===== src/rtl/pe_traffic_node.sv =====
// Per-PE traffic generator and checker for one leaf port of the BTree NoC.
// TX injects PktLimit packets to a fixed spatial pattern; RX checks destination and per-source order.
module pe_traffic_node #(
  parameter int Address      = 0,
  parameter int NumPE        = 16,
  parameter int AddressWidth = 4,
  parameter int DataWidth    = 32,
  parameter int TotalWidth   = 36,
  parameter int PktLimit     = 100,
  parameter int Pattern      = 0,
  parameter int Gap          = 0
) (
  input  logic                  clk,
  input  logic                  rst,
  input  logic                  i_start,
  output logic [TotalWidth-1:0] o_data,
  output logic                  o_data_valid,
  input  logic                  i_data_ready,
  input  logic [TotalWidth-1:0] i_data,
  input  logic                  i_data_valid,
  output logic                  o_data_ready,
  output logic                  o_tx_done,
  output logic [31:0]           o_tx_count,
  output logic [31:0]           o_rx_count,
  output logic                  o_err_dest,
  output logic                  o_err_seq
);

  localparam int SeqWidth = DataWidth - AddressWidth;

  localparam logic [2:0] S_IDLE = 3'd0;
  localparam logic [2:0] S_LOAD = 3'd1;
  localparam logic [2:0] S_SEND = 3'd2;
  localparam logic [2:0] S_WAIT = 3'd3;
  localparam logic [2:0] S_DONE = 3'd4;

  localparam logic [AddressWidth-1:0] MyAddr   = AddressWidth'(Address);
  localparam logic [15:0]             LfsrTaps = 16'hB400;
  localparam logic [15:0]             LfsrSeed = 16'(Address + 1);

  function automatic logic [15:0] lfsr_step(input logic [15:0] s);
    return s[0] ? ((s >> 1) ^ LfsrTaps) : (s >> 1);
  endfunction

  // Destinations wrap mod NumPE by truncation to AddressWidth bits.
  function automatic logic [TotalWidth-1:0] make_pkt(input logic [SeqWidth-1:0] seq,
                                                     input logic [15:0]         lfsr);
    logic [AddressWidth-1:0] dest;
    case (Pattern)
      0:       dest = AddressWidth'(Address + NumPE / 2 - 1);
      1:       dest = ~MyAddr;
      2:       dest = MyAddr + 1'b1;
      default: dest = lfsr[AddressWidth-1:0];
    endcase
    if (dest == MyAddr) dest = dest + 1'b1;
    return {dest, MyAddr, seq};
  endfunction

  logic [2:0]            state_q, state_d;
  logic [TotalWidth-1:0] data_q, data_d;
  logic                  valid_q, valid_d;
  logic                  done_q, done_d;
  logic [31:0]           tx_count_q, tx_count_d;
  logic [15:0]           lfsr_q, lfsr_d;
  logic [7:0]            gap_cnt_q, gap_cnt_d;
  logic                  transfer;

  assign transfer = valid_q && i_data_ready;

  // NOTE: every next-state signal gets a default first so no path through the case infers a latch.
  always_comb begin
    state_d    = state_q;
    data_d     = data_q;
    valid_d    = valid_q;
    done_d     = done_q;
    tx_count_d = tx_count_q;
    lfsr_d     = lfsr_q;
    gap_cnt_d  = gap_cnt_q;
    case (state_q)
      S_IDLE: if (i_start) state_d = S_LOAD;
      S_LOAD: begin
        data_d  = make_pkt(SeqWidth'(tx_count_q), lfsr_q);
        valid_d = 1'b1;
        state_d = S_SEND;
      end
      S_SEND: begin
        if (transfer) begin
          tx_count_d = tx_count_q + 32'd1;
          lfsr_d     = lfsr_step(lfsr_q);
          if (tx_count_d == 32'(PktLimit)) begin
            valid_d = 1'b0;
            done_d  = 1'b1;
            state_d = S_DONE;
          end else if (!i_start) begin
            valid_d = 1'b0;
            state_d = S_IDLE;
          end else if (Gap == 0) begin
            // Back-to-back: next packet is built from the post-transfer count and LFSR.
            data_d = make_pkt(SeqWidth'(tx_count_d), lfsr_d);
          end else begin
            valid_d   = 1'b0;
            gap_cnt_d = 8'd0;
            state_d   = S_WAIT;
          end
        end
      end
      S_WAIT: begin
        // The reload happens on the last idle cycle, so valid stays low for exactly Gap cycles.
        if (gap_cnt_q == 8'(Gap - 1)) begin
          if (i_start) begin
            data_d  = make_pkt(SeqWidth'(tx_count_q), lfsr_q);
            valid_d = 1'b1;
            state_d = S_SEND;
          end else begin
            state_d = S_IDLE;
          end
        end else begin
          gap_cnt_d = gap_cnt_q + 8'd1;
        end
      end
      S_DONE:  ;
      default: state_d = S_IDLE;
    endcase
  end

  // NOTE: sequential state uses non-blocking assignments only, so every register samples pre-edge values.
  always_ff @(posedge clk or negedge rst) begin
    if (!rst) begin
      state_q    <= S_IDLE;
      data_q     <= '0;
      valid_q    <= 1'b0;
      done_q     <= 1'b0;
      tx_count_q <= '0;
      lfsr_q     <= LfsrSeed;
      gap_cnt_q  <= '0;
    end else begin
      state_q    <= state_d;
      data_q     <= data_d;
      valid_q    <= valid_d;
      done_q     <= done_d;
      tx_count_q <= tx_count_d;
      lfsr_q     <= lfsr_d;
      gap_cnt_q  <= gap_cnt_d;
    end
  end

  logic [AddressWidth-1:0] rx_dest, rx_src;
  logic [SeqWidth-1:0]     rx_seq;
  logic [SeqWidth-1:0]     exp_q [NumPE];
  logic                    ready_q, err_dest_q, err_seq_q;
  logic [31:0]             rx_count_q;
  logic                    rx_fire;

  assign rx_dest = i_data[TotalWidth-1:DataWidth];
  assign rx_src  = i_data[DataWidth-1:SeqWidth];
  assign rx_seq  = i_data[SeqWidth-1:0];
  assign rx_fire = i_data_valid && ready_q;

  // NOTE: the expected-sequence table is reset because a restart must begin every source at 0.
  always_ff @(posedge clk or negedge rst) begin
    if (!rst) begin
      ready_q    <= 1'b0;
      rx_count_q <= '0;
      err_dest_q <= 1'b0;
      err_seq_q  <= 1'b0;
      for (int i = 0; i < NumPE; i++) exp_q[i] <= '0;
    end else begin
      ready_q <= 1'b1;
      if (rx_fire) begin
        rx_count_q <= rx_count_q + 32'd1;
        if (rx_dest != MyAddr) err_dest_q <= 1'b1;
        if (rx_seq != exp_q[rx_src]) err_seq_q <= 1'b1;
        exp_q[rx_src] <= rx_seq + 1'b1;
      end
    end
  end

  assign o_data       = data_q;
  assign o_data_valid = valid_q;
  assign o_tx_done    = done_q;
  assign o_tx_count   = tx_count_q;
  assign o_data_ready = ready_q;
  assign o_rx_count   = rx_count_q;
  assign o_err_dest   = err_dest_q;
  assign o_err_seq    = err_seq_q;

endmodule


===== config.mk =====
export PLATFORM = sky130hd
export DESIGN_NAME = pe_traffic_node
export DESIGN_NICKNAME = d
export VERILOG_FILES = /design/src/rtl/pe_traffic_node.sv
export SDC_FILE = /design/constraint.sdc
export NUM_CORES = 1
export LEC_CHECK = 0
export BUFFER_PORTS_ARGS = -buffer_cell sky130_fd_sc_hd__buf_2
export CORE_ASPECT_RATIO = 0.8
export CORE_MARGIN = 4
export CORE_UTILIZATION = 55
export DETAILED_ROUTE_END_ITERATION = 10
export PLACE_DENSITY = 0.76
export SYNTH_ARGS = -nofsm -noshare
export SYNTH_HDL_FRONTEND = slang
export SYNTH_SLANG_ARGS = --single-unit

===== constraint.sdc =====
create_clock -name clk -period 2.9 [get_ports clk]
set_input_delay 0.725 -clock clk [delete_from_list [all_inputs] [get_ports clk]]
set_output_delay 0.725 -clock clk [all_outputs]
set_load 0.02 [all_outputs]

## After elaboration in Yosys (flattened, before gate mapping)

Index checks and enable logic that the tools add are counted.

- Reductions and logical operators: 17
- Add/subtract/negate cells: 7
- Equality and inequality tests: 14
- $lt $le $gt $ge: 2
- Multiplexer cells: 35
- Bitwise logic cells: 3

Operators by type and width:

| cell | count |
|---|---|
| bitwise mux 448 bit | 1 |
| two-way mux 36 bit | 5 |
| binary-select mux 28 bit (select 4 bit) | 1 |
| demux 28 bit (select 4 bit) | 1 |
| one-hot mux 36 bit (3 select lines) | 1 |
| two-way mux 28 bit | 3 |
| adder 32 x 1 -> 32 bit (second input constant) | 2 |
| two-way mux 4 bit | 10 |
| equality test 32 x 7 -> 1 bit (second input constant) | 1 |
| adder 28 x 1 -> 28 bit (second input constant) | 1 |
| inequality test 28 bit | 1 |
| two-way mux 3 bit | 5 |
| one-hot mux 3 bit (5 select lines) | 1 |
| adder 4 x 1 -> 4 bit (second input constant) | 3 |
| zero test 4 bit | 3 |
| inequality test 2 bit (second input constant) | 6 |
| AND reduction 5 bit | 2 |
| adder 8 x 1 -> 8 bit (second input constant) | 1 |
| equality test 8 bit (second input constant) | 1 |
| AND reduction 2 bit | 4 |
| equality test 3 x 2 -> 1 bit (second input constant) | 2 |
| AND reduction 6 bit | 1 |
| greater-or-equal comparator 5 bit (second input constant) | 1 |
| less-than comparator 5 x 1 -> 1 bit (second input constant) | 1 |
| 13 further kinds | 20 |

- Bits in registers: 564
- Bits of input ports: 41
- Logic and storage cells: 104

## Depth between registers and ports, before layout

Gate-level depths: netlist of run 1.

- Depth after elaboration: 11
- Mapped depth: 11

## Worst setup path after synthesis of run 1

Ideal clock, no wire load.

- Path kind: input port to flip-flop
- Start point: input i_data[28]
- End point: register err_seq_q, in the netlist o_err_seq
- Required time: 2.769 ns
- Setup slack: -0.386 ns
- Data arrival time: 3.155 ns
- Library setup time: 0.131 ns
- Buffers on the path: 2
- Stages on the path: 8
- Cell sequence: clkbuf_1 -> buf_1 -> mux4_2 -> mux4_2 -> xnor2_1 -> nand4_1 -> nor4_1 -> a31oi_1

- Cells in the longest elaborated chain, start to end: 6

Ends and longest elaborated chain:

| what | RTL line | text |
|---|---|---|
| start, declared | 19 | `input logic [TotalWidth-1:0] i_data,` |
| NOT 4 -> 5 bit (not written as such) | 172 | `if (rx_seq != exp_q[rx_src]) err_seq_q <= 1'b1;` |
| binary-select mux 28 bit (select 4 bit) | 172 |  |
| two-way mux 28 bit (not written as such) (2 in series) | 172 |  |
| inequality test 28 bit | 172 |  |
| AND reduction 2 bit (no source line) | n/a |  |
| end signal, assigned | 165 | `err_seq_q <= 1'b0;` |
| end signal, assigned | 172 |  |
| end, declared | 150 | `logic ready_q, err_dest_q, err_seq_q;` |

No other way between the ends. The select of a mux whose other input is x is not followed.
A chain may end at the register's enable or synchronous reset.

## Worst setup path in the final report of run 1

- Start point: register tx_count_q[1], in the netlist o_tx_count[1]
- End point: register data_q[7], in the netlist o_data[7]

- Cells in the longest elaborated chain, start to end: 5
- Elaborated cells between the ends (all ways): 8
- Those cells by class: 1 x add/sub; 2 x eq/ne; 4 x mux; 1 x reduce/logical

Ends and longest elaborated chain:

| what | RTL line | text |
|---|---|---|
| start, declared | 63 | `logic [31:0] tx_count_q, tx_count_d;` |
| start signal, assigned | 141 | `tx_count_q <= tx_count_d;` |
| adder 32 x 1 -> 32 bit (*) | 88 | `tx_count_d = tx_count_q + 32'd1;` |
| parallel branches: the longest is 4 deep, another holds equality test 32 x 7 -> 1 bit | n/a |  |
| end signal, assigned | 138 | `data_q <= data_d;` |
| end, declared | 60 | `logic [TotalWidth-1:0] data_q, data_d;` |

Mark *: on every way between the ends. The select of a mux whose other input is x is not followed.

==> qor.yml, run 1 <==
timing:
  grt_setup_unrepaired: "yes"
  layout_worst_path_cycle_share_pct: 100.2
  fmaxAchievable_ghz: 0.3442
  worst_clock_skew_ns: 0.02100
  worst_pin_slew_ns: 1.192
  min_period_ns: 2.905
  setup_viol: 4
  final_max_slew_viol_count: 0
  post_layout_worst_setup_margin_ns: -0.005194
  hold_viol: 0
  worst_slew_margin_rel_pct: 19.95
route:
  ant_nets: 0
  dr.pass1.iters: 5
  post_drt_via_cell_ratio: 6.105
  total_drc_errors_in_the_routed_layout: 0
  routed-via-count: 19720
  initialDrtViolationCount: 1998
  postRouteWirelength_microns: 71530
  wl_per_cell_microns: 22.14
clocking:
  max-clock-path-buffers: 3
  clock_latency_ns: 0.63
  ctsRootBufferMaster: "sky130_fd_sc_hd__clkbuf_16"
  cts_tree: "done"
  cts.clk_slew.worst_paths_ns: 0.06
  number_of_h_tree_levels: 2
  cts_inserted_buffers: 54
  tritoncts_num_sinks: 557
floorplanning:
  core_region_area_sq_um: 45890
  die_w_microns: 249.6
  floorplan.die_area_sq_um: 50220
  ioPinCount: 146
  die_height_microns: 201.2
  initial_utilization_pct: 55.94
  num_rows: 70
synthesis:
  post-synth-top-area-fraction_pct: 54.29
  yosys.cell_count.top_type: "sky130_fd_sc_hd__dfrtp_1"
  async_reset_ff_share_pct: 100.0
  synth_cell_types: 64
  synthesis.area_sq_um: 25670
  ys.flop_type: "sky130_fd_sc_hd__dfrtp_1"
  synth_edf_count: 0
  yosys-top-cells-count: "557 x sky130_fd_sc_hd__dfrtp_1, 330 x sky130_fd_sc_hd__nor2_1, 275 x sky130_fd_sc_hd__a21oi_1, 240 x sky130_fd_sc_hd__nand2_1, 163 x sky130_fd_sc_hd__o21ai_0"
  post_synth_main_area_contributors: "sky130_fd_sc_hd__dfrtp_1 54%, sky130_fd_sc_hd__mux4_2 12%, sky130_fd_sc_hd__a21oi_1 5.4%, sky130_fd_sc_hd__nor2_1 4.8%, sky130_fd_sc_hd__nand2_1 3.5%"
  yosysWarnings: 0
  synth_sequential_area_ratio_pct: 54.29
  yosysTopAreaCell: "sky130_fd_sc_hd__dfrtp_1"
  seq_cells_post_synth: 557
  syn_avg_cell_area_sq_um: 10.95
  synthesis.instances: 2344
cells_and_area:
  n_fill_cell: 3314
  layout_cell_share_with_drive_strength_beyond_1_pct: 25.19
  final_nets: 2618
  syn_to_final_growth_pct: 18.77
power_and_ir_drop:
  power_leakage_nw: 13.65
  power.total_mw: 21.98
  powerDensity_nw_per_um2: 720.9
  vdd.ir_drop.worst_uv: 515.7
global_routing:
  globalRouteTotalUtil_pct: 28.56
  first_global_vias: 20170
  first_pass_grt_wire_length_microns: 114200
  grt_overflow: 0
  grt_start_max_net_pins: 103
  initial_antenna_violation_count: 3
placed_design:
  gp_routability_congestion: 0.9226
  place_hpwl_microns: 47930
  port-buffer-count: 140
  pre_cts_ws_ns: -0.3733
flow_run:
  cap_violations: 0
critical_path:
  worstPathArrival_ns: 3.45
  crit_top_cell: "sky130_fd_sc_hd__buf_4"
  timing.critical_path.from_type: "flip-flop"
  slowest_delay_ns: 0.39
  crit_path_cell_trace: "ha_4, nand4_1, buf_4, nor4_1, buf_4, xnor2_1, nand3_1, nor4_4, nand4_4, o21ai_4, buf_12, a22o_1"
  critical_path.slowest_cell: "sky130_fd_sc_hd__dfrtp_2"
  critical_path.max_fanout: 24
  worst_r2r_startpoint: "o_tx_count[1]$_DFFE_PN0P_"
  r2r_slack_ns: -0.005
  req_time_crit_path_ns: 3.45
  critical_path.startpoint: "o_tx_count[1]$_DFFE_PN0P_"
  critical_path_class: "flip-flop to flip-flop"
  endpoint_kind: "flip-flop"
status:
  run_status: "finished with violations"
  violations_in_the_final_reports: "negative setup slack"
min_path:
  hold_path_class: "input port to asynchronous set/reset pin"
## state kept, by name, indices dropped and copies added, names as in the netlist
name,flops
o_err_seq,1
o_tx_done,1
o_data_valid,1
gap_cnt_q,8
o_data,29
state_q,3
o_data_ready,1
o_err_dest,1
o_rx_count,32
exp_q,448
o_tx_count,32
## power by group
part	leakage, nW	switching, mW	internal, mW
Clock	0.896	3.08	4.11
Combinational	5.77	2.32	2.16
Sequential	6.98	1.01	9.30
## cells by family (layout without fill, tap and decap cells)
group,count (synthesis),after routing,synth area share (%)
simple gates,752,752,12.95
flops,557,557,54.29
compound gates,494,494,10.43
buf+inv,216,484,3.494
mux,168,168,13.46
xor+xnor,151,151,5.151
fa+ha+maj,4,4,0.1949
other cells,2,8,0.02925
## routing by layer
metal / global-route usage (%) / wire length [microns] / vias up
li1: - / - / 8659
met2: 45.15 / 34250 / 871
met3: 6.901 / 6469 / 165
met4: 10.70 / 2374 / 2
met5: 0 / 10 / -
met1: 39.07 / 28420 / 10020
## through the flow
| step | TNS (ns) | hold WS [ns] | std cells | cell area (sq um) | util (%) |
|---|---|---|---|---|---|
| 2_1_floorplan | 0 | 0.4294 | 2348 | 25750 | - |
| 3_3_place_gp | -2.399 | 0.4550 | 3126 | 28590 | 62.31 |
| 3_5_place_dp | -1.990 | 0.4628 | 3126 | 28590 | 62.31 |
| 4_1_cts | -0.1849 | 0.02854 | 3227 | 30430 | 66.30 |
| 5_1_grt | -3.253 | 0.05459 | 3230 | 30490 | 66.44 |
| 6_report | -0.01405 | 0.03109 | 3230 | 30490 | 66.44 |
## worst max-delay path, delay by kind of cell, from the launching register on
kind / cells / cell delay, ns
adders and majority gates: 1 / 0.14
and+or+nand+nor: 5 / 1.25
DFF: 1 / 0.39
buffers and inverters: 3 / 0.59
xor gates and xnor gates: 1 / 0.11
AOI/OAI and AO/OA: 2 / 0.35
## final timing paths
kind,endpoint,depth (start not counted)
max,o_data[7]$_DFFE_PN0P_,12
min,exp_q[341]$_DFFE_PN0P_,1
max reg2reg,o_data[7]$_DFFE_PN0P_,12
min reg2reg,gap_cnt_q[7]$_DFFE_PN0P_,1
max in group asynchronous,o_tx_count[0]$_DFFE_PN0P_,2
min in group clk,o_err_dest$_DFFE_PN0P_,3
## cell type report
cell class	instances	area, sq um	area share [%]
sequential	557	13940	45.72
multi-input combinational	1575	11050	36.24
timing repair buffer	365	2856	9.368
clock buffer	82	1617	5.302
tap	612	765.7	2.511
clock inverter	17	182.7	0.5991
inverter	20	75.07	0.2462
antenna	2	5.005	0.01641
## repair_timing
item                       4_1_cts  5_1_grt
pin swaps                        9        5
hold buffers                     0        0
setup endpoints to repair       29       33
gates resized for setup          4       12
buffers inserted                 2        1
## placed cells by master, fill, tap and decap left out, types with 9 or more instances in the layout
cell type                     n
sky130_fd_sc_hd__buf_12      35
sky130_fd_sc_hd__buf_2      137
sky130_fd_sc_hd__nor3_1      23
sky130_fd_sc_hd__nor2_4       9
sky130_fd_sc_hd__mux2_2      16
sky130_fd_sc_hd__mux2i_1     11
sky130_fd_sc_hd__xnor2_1     96
sky130_fd_sc_hd__a21oi_1    275
sky130_fd_sc_hd__inv_1       20
sky130_fd_sc_hd__nand3_1     37
sky130_fd_sc_hd__clkbuf_16   54
sky130_fd_sc_hd__nand4_1     37
sky130_fd_sc_hd__buf_4      189
sky130_fd_sc_hd__nor4_1       9
sky130_fd_sc_hd__xor2_1      54
sky130_fd_sc_hd__dfrtp_1    555
sky130_fd_sc_hd__a22o_1      20
sky130_fd_sc_hd__clkbuf_1    12
sky130_fd_sc_hd__nand2_1    239
sky130_fd_sc_hd__clkbuf_8    17
sky130_fd_sc_hd__nor2_1     321
sky130_fd_sc_hd__o21ai_0    161
sky130_fd_sc_hd__mux4_2     140
sky130_fd_sc_hd__clkinv_2    10
sky130_fd_sc_hd__and3_1      15
Note: power is estimated with default switching activity, not from simulation.
==> run 2, diff against run 1 <==
--- a/config.mk
+++ b/config.mk
@@ -8,9 +8,9 @@
 export BUFFER_PORTS_ARGS = -buffer_cell sky130_fd_sc_hd__buf_2
 export CORE_ASPECT_RATIO = 0.8
 export CORE_MARGIN = 4
-export CORE_UTILIZATION = 55
+export CORE_UTILIZATION = 60
 export DETAILED_ROUTE_END_ITERATION = 10
-export PLACE_DENSITY = 0.76
+export PLACE_DENSITY = 0.79
 export SYNTH_ARGS = -nofsm -noshare
 export SYNTH_HDL_FRONTEND = slang
 export SYNTH_SLANG_ARGS = --single-unit
==> constraint.sdc (replaced) <==
create_clock -name clk -period 2.7 [get_ports clk]
set_input_delay 0.675 -clock clk [delete_from_list [all_inputs] [get_ports clk]]
set_output_delay 0.675 -clock clk [all_outputs]
set_load 0.02 [all_outputs]
==> qor.yml, run 2 (synthesized netlist as in run 1, its figures left out) <==
status:
  run_status: "finished with violations"  # unchanged
  violations_in_the_final_reports: "negative setup slack"  # unchanged
global_routing:
  grt_overflow: 0  # unchanged
  globalRouteTotalUtil_pct: 32.57  # was 28.56%
  first_pass_grt_wire_length_microns: 116800  # was 114200 microns
  first_global_vias: 20850  # was 20170
  initial_antenna_violation_count: 2  # was 3
  grt_start_max_net_pins: 79  # was 103
placed_design:
  port-buffer-count: 140  # unchanged
  pre_cts_ws_ns: -0.5463  # was -0.3733 ns
  gp_routability_congestion: 0.9472  # was 0.9226
  place_hpwl_microns: 49240  # was 47930 microns
  placed_cells_incl_taps: 3115  # was 3126
timing:
  setup_viol: 33  # was 4
  final_max_slew_viol_count: 0  # unchanged
  whs_ns: 0.02602  # was 0.03109 ns
  worst_pin_slew_ns: 1.226  # was 1.192 ns
  hold_viol: 0  # unchanged
  worst_slew_margin_rel_pct: 17.68  # was 19.95%
  fmaxAchievable_ghz: 0.3270  # was 0.3442 GHz
  min_period_ns: 3.058  # was 2.905 ns
  worst_clock_skew_ns: 0.02836  # was 0.02100 ns
  post_layout_worst_setup_margin_ns: -0.3584  # was -0.005194 ns
  grt_setup_unrepaired: "yes"  # unchanged
  layout_worst_path_cycle_share_pct: 113.3  # was 100.2%
clocking:
  ctsRootBufferMaster: "sky130_fd_sc_hd__clkbuf_16"  # unchanged
  clock_latency_ns: 0.61  # was 0.63 ns
  number_of_h_tree_levels: 2  # unchanged
  cts_hold_repair.buffers: 0  # unchanged
  tritoncts_num_sinks: 557  # unchanged
  cts.clk_slew.worst_paths_ns: 0.06  # about the same
  cts_tree: "done"  # unchanged
  max-clock-path-buffers: 3  # unchanged
  cts_inserted_buffers: 52  # was 54
route:
  ant_nets: 0  # unchanged
  total_drc_errors_in_the_routed_layout: 0  # unchanged
  postRouteWirelength_microns: 74960  # was 71530 microns
  post_drt_via_cell_ratio: 6.337  # was 6.105
  wl_per_cell_microns: 23.23  # was 22.14 microns
  initialDrtViolationCount: 2248  # was 1998
  routed-via-count: 20440  # was 19720
  dr.pass1.iters: 6  # was 5
cells_and_area:
  layout_cell_share_with_drive_strength_beyond_1_pct: 27.10  # was 25.19%
  combined_area_of_the_multi_input_logic_cells_sq_um: 11120  # was 11050 sq um
  syn_to_final_growth_pct: 20.82  # was 18.77%
  final_nets: 2674  # was 2618
  n_fill_cell: 2619  # was 3314
  area.sequential_sq_um: 13940  # unchanged
  most_used_cells_in_the_layout_excluding_fill_and_tap_cells: "555 x sky130_fd_sc_hd__dfrtp_1, 321 x sky130_fd_sc_hd__nor2_1, 274 x sky130_fd_sc_hd__a21oi_1"  # was 555 x sky130_fd_sc_hd__dfrtp_1, 321 x sky130_fd_sc_hd__nor2_1, 275 x sky130_fd_sc_hd__a21oi_1
  regMostFlops: "exp_q"  # unchanged
  max_reg_flops: 448  # unchanged
  layout_commonest_cell: "sky130_fd_sc_hd__dfrtp_1"  # unchanged
  finish.cell_count_without_fillers: 3226  # was 3230
critical_path:
  req_time_crit_path_ns: 3.23  # was 3.45 ns
  timing.critical_path.from_type: "flip-flop"  # unchanged
  critical_path.max_fanout: 6  # was 24
  critical_path_class: "flip-flop to flip-flop"  # unchanged
  worstPathArrival_ns: 3.59  # was 3.45 ns
  endpoint_kind: "flip-flop"  # unchanged
floorplanning:
  initial_utilization_pct: 61.01  # was 55.94%
  floorplan.die_area_sq_um: 46180  # was 50220 sq um
  die_height_microns: 193.0  # was 201.2 microns
  ioPinCount: 146  # unchanged
  num_rows: 67  # was 70
  die_w_microns: 239.3  # was 249.6 microns
  core_region_area_sq_um: 42080  # was 45890 sq um
power_and_ir_drop:
  power_leakage_nw: 13.99  # was 13.65 nW
  vdd.ir_drop.worst_uv: 690.6  # was 515.7 uV
  powerDensity_nw_per_um2: 763.3  # was 720.9 nW/um^2
flow_run:
  cap_violations: 0  # unchanged
min_path:
  hold_path_class: "input port to asynchronous set/reset pin"  # unchanged
-- run 2: area by class of cell --
| type | instances | area share (%) |
|---|---|---|
| diodes | 2 | 0.01613 |
| clock inverters | 23 | 0.6534 |
| inverters | 20 | 0.2420 |
| clock buffers | 74 | 4.917 |
| repair buffers | 423 | 11.15 |
| multi-input cells | 1575 | 35.85 |
| flip-flops and latches | 557 | 44.94 |
| well taps | 552 | 2.227 |
-- run 2: layer usage --
metal / track usage, % / part of all wire (%) / vias to the layer above / wire [microns]
met5: 0 / 0 / - / 0
met3: 6.485 / 9.7 / 273 / 7234
met1: 45.20 / 39 / 10270 / 28870
li1: - / - / 8763 / -
met4: 14.04 / 4.4 / 0 / 3327
met2: 51.33 / 47 / 1140 / 35520
-- run 2: final timing paths --
check	from	endpoint	slack, ns	cells after the start
setup / recovery	o_tx_count[1]$_DFFE_PN0P_	o_data[25]$_DFFE_PN0P_	-0.36	12
hold / removal	rst	exp_q[397]$_DFFE_PN0P_	0.03	1
setup reg to reg	o_tx_count[1]$_DFFE_PN0P_	o_data[25]$_DFFE_PN0P_	-0.36	12
hold reg to reg	gap_cnt_q[7]$_DFFE_PN0P_	gap_cnt_q[7]$_DFFE_PN0P_	0.47	1
max in group asynchronous	rst	o_data[2]$_DFFE_PN0P_	1.81	2
min in group clk	i_data[34]	o_err_dest$_DFFE_PN0P_	0.36	3
-- run 2: repair_timing --
item,4_1_cts,5_1_grt
gates resized for setup,9,28
setup endpoints to repair,33,34
buffers inserted,3,6
pin swaps,8,19
gates cloned,0,4
-- run 2: worst max-delay path: stages, from the launching register on --
cell and delay [ns]:
sky130_fd_sc_hd__dfrtp_2 0.40, sky130_fd_sc_hd__ha_4 0.15, sky130_fd_sc_hd__nand4_1 0.10, sky130_fd_sc_hd__buf_6 0.16, sky130_fd_sc_hd__or4_4 0.51, sky130_fd_sc_hd__a2111oi_4 0.19, sky130_fd_sc_hd__o211ai_1 0.18, sky130_fd_sc_hd__nor4_4 0.44
sky130_fd_sc_hd__nand4_4 0.19, sky130_fd_sc_hd__o21ai_4 0.21, sky130_fd_sc_hd__buf_12 0.16, sky130_fd_sc_hd__clkbuf_16 0.15, sky130_fd_sc_hd__a22o_1 0.14
-- run 2: stage by stage --
stage / instance area (sq um) / total power [mW] / utilization (%) / TNS (ns)
4_1_cts: 30760 / 23.47 / 73.10 / -7.615
3_3_place_gp: 28980 / 15.59 / 68.85 / -9.715
5_1_grt: 31020 / 24.77 / 73.71 / -12.98
3_5_place_dp: 28980 / 15.96 / 68.85 / -17.06
2_1_floorplan: 25750 / 14.13 / - / -4.711
6_report: 31020 / 23.68 / 73.71 / -9.877
-- run 2: where the power goes --
| part | internal [mW] | switching, mW |
|---|---|---|
| clock network | 4.23 | 3.23 |
| registers | 9.98 | 1.11 |
| logic | 2.50 | 2.63 |
| total | 16.7 | 6.97 |
==> run 3, diff against run 2 <==
==> config.mk (replaced) <==
export PLATFORM = sky130hd
export DESIGN_NAME = pe_traffic_node
export DESIGN_NICKNAME = d
export VERILOG_FILES = /design/src/rtl/pe_traffic_node.sv
export SDC_FILE = /design/constraint.sdc
export NUM_CORES = 1
export LEC_CHECK = 0
export CORE_ASPECT_RATIO = 0.8
export CORE_MARGIN = 4
export CORE_UTILIZATION = 60
export DETAILED_ROUTE_END_ITERATION = 10
export DONT_BUFFER_PORTS = 1
export PLACE_DENSITY = 0.8
export SYNTH_ARGS = -nofsm -noshare
export SYNTH_HDL_FRONTEND = slang
export SYNTH_SLANG_ARGS = --single-unit
==> qor.yml, run 3 (synthesized netlist as in run 1, its figures left out) <==
clocking:
  max-clock-path-buffers: 3  # unchanged
  tritoncts_num_sinks: 557  # unchanged
  cts_tree: "done"  # unchanged
  clock_latency_ns: 0.60  # was 0.61 ns
  number_of_h_tree_levels: 2  # unchanged
  cts_inserted_buffers: 52  # unchanged
  cts.clk_slew.worst_paths_ns: 0.06  # about the same
  ctsRootBufferMaster: "sky130_fd_sc_hd__clkbuf_16"  # unchanged
placed_design:
  placed_cell_area_sq_um: 27240  # was 28980 sq um
  gp_routability_congestion: 0.9347  # was 0.9472
  place_hpwl_microns: 42320  # was 49240 microns
  port-buffer-count: 0  # was 140
  placed_cells_incl_taps: 2884  # was 3115
timing:
  fmaxAchievable_ghz: 0.3353  # was 0.3270 GHz
  layout_worst_path_cycle_share_pct: 110.5  # was 113.3%
  min_period_ns: 2.983  # was 3.058 ns
  final_max_slew_viol_count: 0  # unchanged
  grt_setup_unrepaired: "yes"  # unchanged
  worst_clock_skew_ns: 0.01020  # was 0.02836 ns
  whs_ns: -0.2217  # was 0.02602 ns
  worst_pin_slew_ns: 1.428  # was 1.226 ns
  worst_slew_margin_rel_pct: 4.780  # was 17.68%
  post_layout_worst_setup_margin_ns: -0.2826  # was -0.3584 ns
  hold_viol: 287  # was 0
  setup_viol: 33  # unchanged
power_and_ir_drop:
  vdd.ir_drop.worst_uv: 655.8  # was 690.6 uV
  power_leakage_nw: 12.61  # was 13.99 nW
  powerDensity_nw_per_um2: 776.5  # was 763.3 nW/um^2
  power.total_mw: 22.52  # was 23.68 mW
critical_path:
  crit_path_cell_trace: "ha_4, nand4_1, or4_4, a2111oi_4, o211ai_1, nor4_4, nand4_4, o21ai_4, buf_12, a22o_1"  # was ha_4, nand4_1, buf_6, or4_4, a2111oi_4, o211ai_1, nor4_4, nand4_4, o21ai_4, buf_12, clkbuf_16, a22o_1
  timing.critical_path.from_type: "flip-flop"  # unchanged
  slowest_delay_ns: 0.58  # was 0.51 ns
  crit_family: "simple AND/OR/NAND/NOR gates"  # unchanged
  critPathBufInv: 1  # was 3
  critical_path_class: "flip-flop to flip-flop"  # unchanged
  endpoint_kind: "flip-flop"  # unchanged
  critical_path.max_fanout: 23  # was 6
  req_time_crit_path_ns: 3.23  # about the same
  critical_path.slowest_cell: "sky130_fd_sc_hd__or4_4"  # unchanged
  r2r_slack_ns: -0.28  # was -0.36 ns
  worstPathArrival_ns: 3.51  # was 3.59 ns
route:
  initialDrtViolationCount: 1831  # was 2248
  post_drt_via_cell_ratio: 6.265  # was 6.337
  ant_nets: 0  # unchanged
  routed-via-count: 18660  # was 20440
  postRouteWirelength_microns: 66390  # was 74960 microns
  dr.pass1.iters: 5  # was 6
  wl_per_cell_microns: 22.29  # was 23.23 microns
  total_drc_errors_in_the_routed_layout: 0  # unchanged
floorplanning:
  die_w_microns: 239.3  # unchanged
  ioPinCount: 146  # unchanged
  core_region_area_sq_um: 42080  # unchanged
  floorplan.die_area_sq_um: 46180  # unchanged
  num_rows: 67  # unchanged
  initial_utilization_pct: 61.01  # unchanged
  die_height_microns: 193.0  # unchanged
cells_and_area:
  layout_cell_share_with_drive_strength_beyond_1_pct: 19.08  # was 27.10%
  regMostFlops: "exp_q"  # unchanged
  n_fill_cell: 2915  # was 2619
  final_instance_area_sq_um: 29000  # was 31020 sq um
  most_used_cells_in_the_layout_excluding_fill_and_tap_cells: "555 x sky130_fd_sc_hd__dfrtp_1, 321 x sky130_fd_sc_hd__nor2_1, 274 x sky130_fd_sc_hd__a21oi_1"  # unchanged
  final_nets: 2435  # was 2674
  layout_commonest_cell: "sky130_fd_sc_hd__dfrtp_1"  # unchanged
  finish.cell_count_without_fillers: 2979  # was 3226
  max_reg_flops: 448  # unchanged
  insertedDiodeCount: 0  # was 2
  syn_to_final_growth_pct: 12.96  # was 20.82%
min_path:
  hold_path_class: "input port to asynchronous set/reset pin"  # unchanged
flow_run:
  cap_violations: 0  # unchanged
global_routing:
  grt_overflow: 0  # unchanged
  initial_antenna_violation_count: 0  # was 2
  grt_start_max_net_pins: 558  # was 79
  globalRouteTotalUtil_pct: 29.15  # was 32.57%
  first_global_vias: 19070  # was 20850
  first_pass_grt_wire_length_microns: 105200  # was 116800 microns
status:
  run_status: "finished with violations"  # unchanged
  violations_in_the_final_reports: "negative hold slack, negative setup slack"  # was negative setup slack
-- run 3: changes by cell type in the layout (fill, tap and decap cells not counted), sizes merged --
cell      delta
inv          -2
bufinv       -1
clkinvlp     -2
diode        -2
buf        -237
clkinv       -8
clkbuf       +5
-- run 3: repair_timing --
action	CTS	global route
resized for setup	2	8
setup endpoints to repair	33	33
pin swaps	11	3
buffers inserted	4	1
endpoints found under the hold margin	557	557
-- run 3: cell type report --
cell class                      count  area, sq um  share of cell area (%)
Clock buffer                       81         1582                   5.453
Timing Repair Buffer              184         1589                   5.479
Sequential cell                   557        13940                   48.07
Inverter                           20        75.07                  0.2589
Clock inverter                     10        103.9                  0.3581
Tap cell                          552        690.7                   2.382
Multi-Input combinational cell   1575        11020                   38.00
-- run 3: report_power, final --
part / leakage (nW) / internal [mW] / total (mW) / switching [mW]
Clock: 0.836 / 4.19 / 7.31 / 3.12
Combinational: 4.80 / 2.15 / 4.14 / 1.99
Sequential: 6.98 / 9.98 / 11.1 / 1.09
Total: 12.6 / 16.3 / 22.5 / 6.20
-- run 3: final timing paths --
check	cells past startpoint	to	start
min in group clk	1	exp_q[28]$_DFFE_PN0P_	i_data[0]
setup reg to reg	10	o_data[20]$_DFFE_PN0P_	o_tx_count[1]$_DFFE_PN0P_
hold / removal	0	exp_q[0]$_DFFE_PN0P_	rst
max in group asynchronous	0	o_tx_count[1]$_DFFE_PN0P_	rst
hold reg to reg	2	exp_q[398]$_DFFE_PN0P_	exp_q[398]$_DFFE_PN0P_
setup / recovery	10	o_data[20]$_DFFE_PN0P_	o_tx_count[1]$_DFFE_PN0P_
-- run 3: per-stage QoR --
stage	TNS [ns]	worst slack (ns)	util [%]
floorplan	-4.711	-0.1834	-
global placement	-8.214	-0.3251	64.74
detailed placement	-11.13	-0.3989	64.74
CTS	-7.080	-0.2593	68.82
global route	-12.42	-0.4199	68.91
finish	-8.086	-0.2826	68.91
-- run 3: per-layer routing --
layer	wire length, microns	GRT usage (%)
met4	2074	9.708
met2	31500	46.46
met3	6004	6.598
met1	26810	40.67
met5	0	0
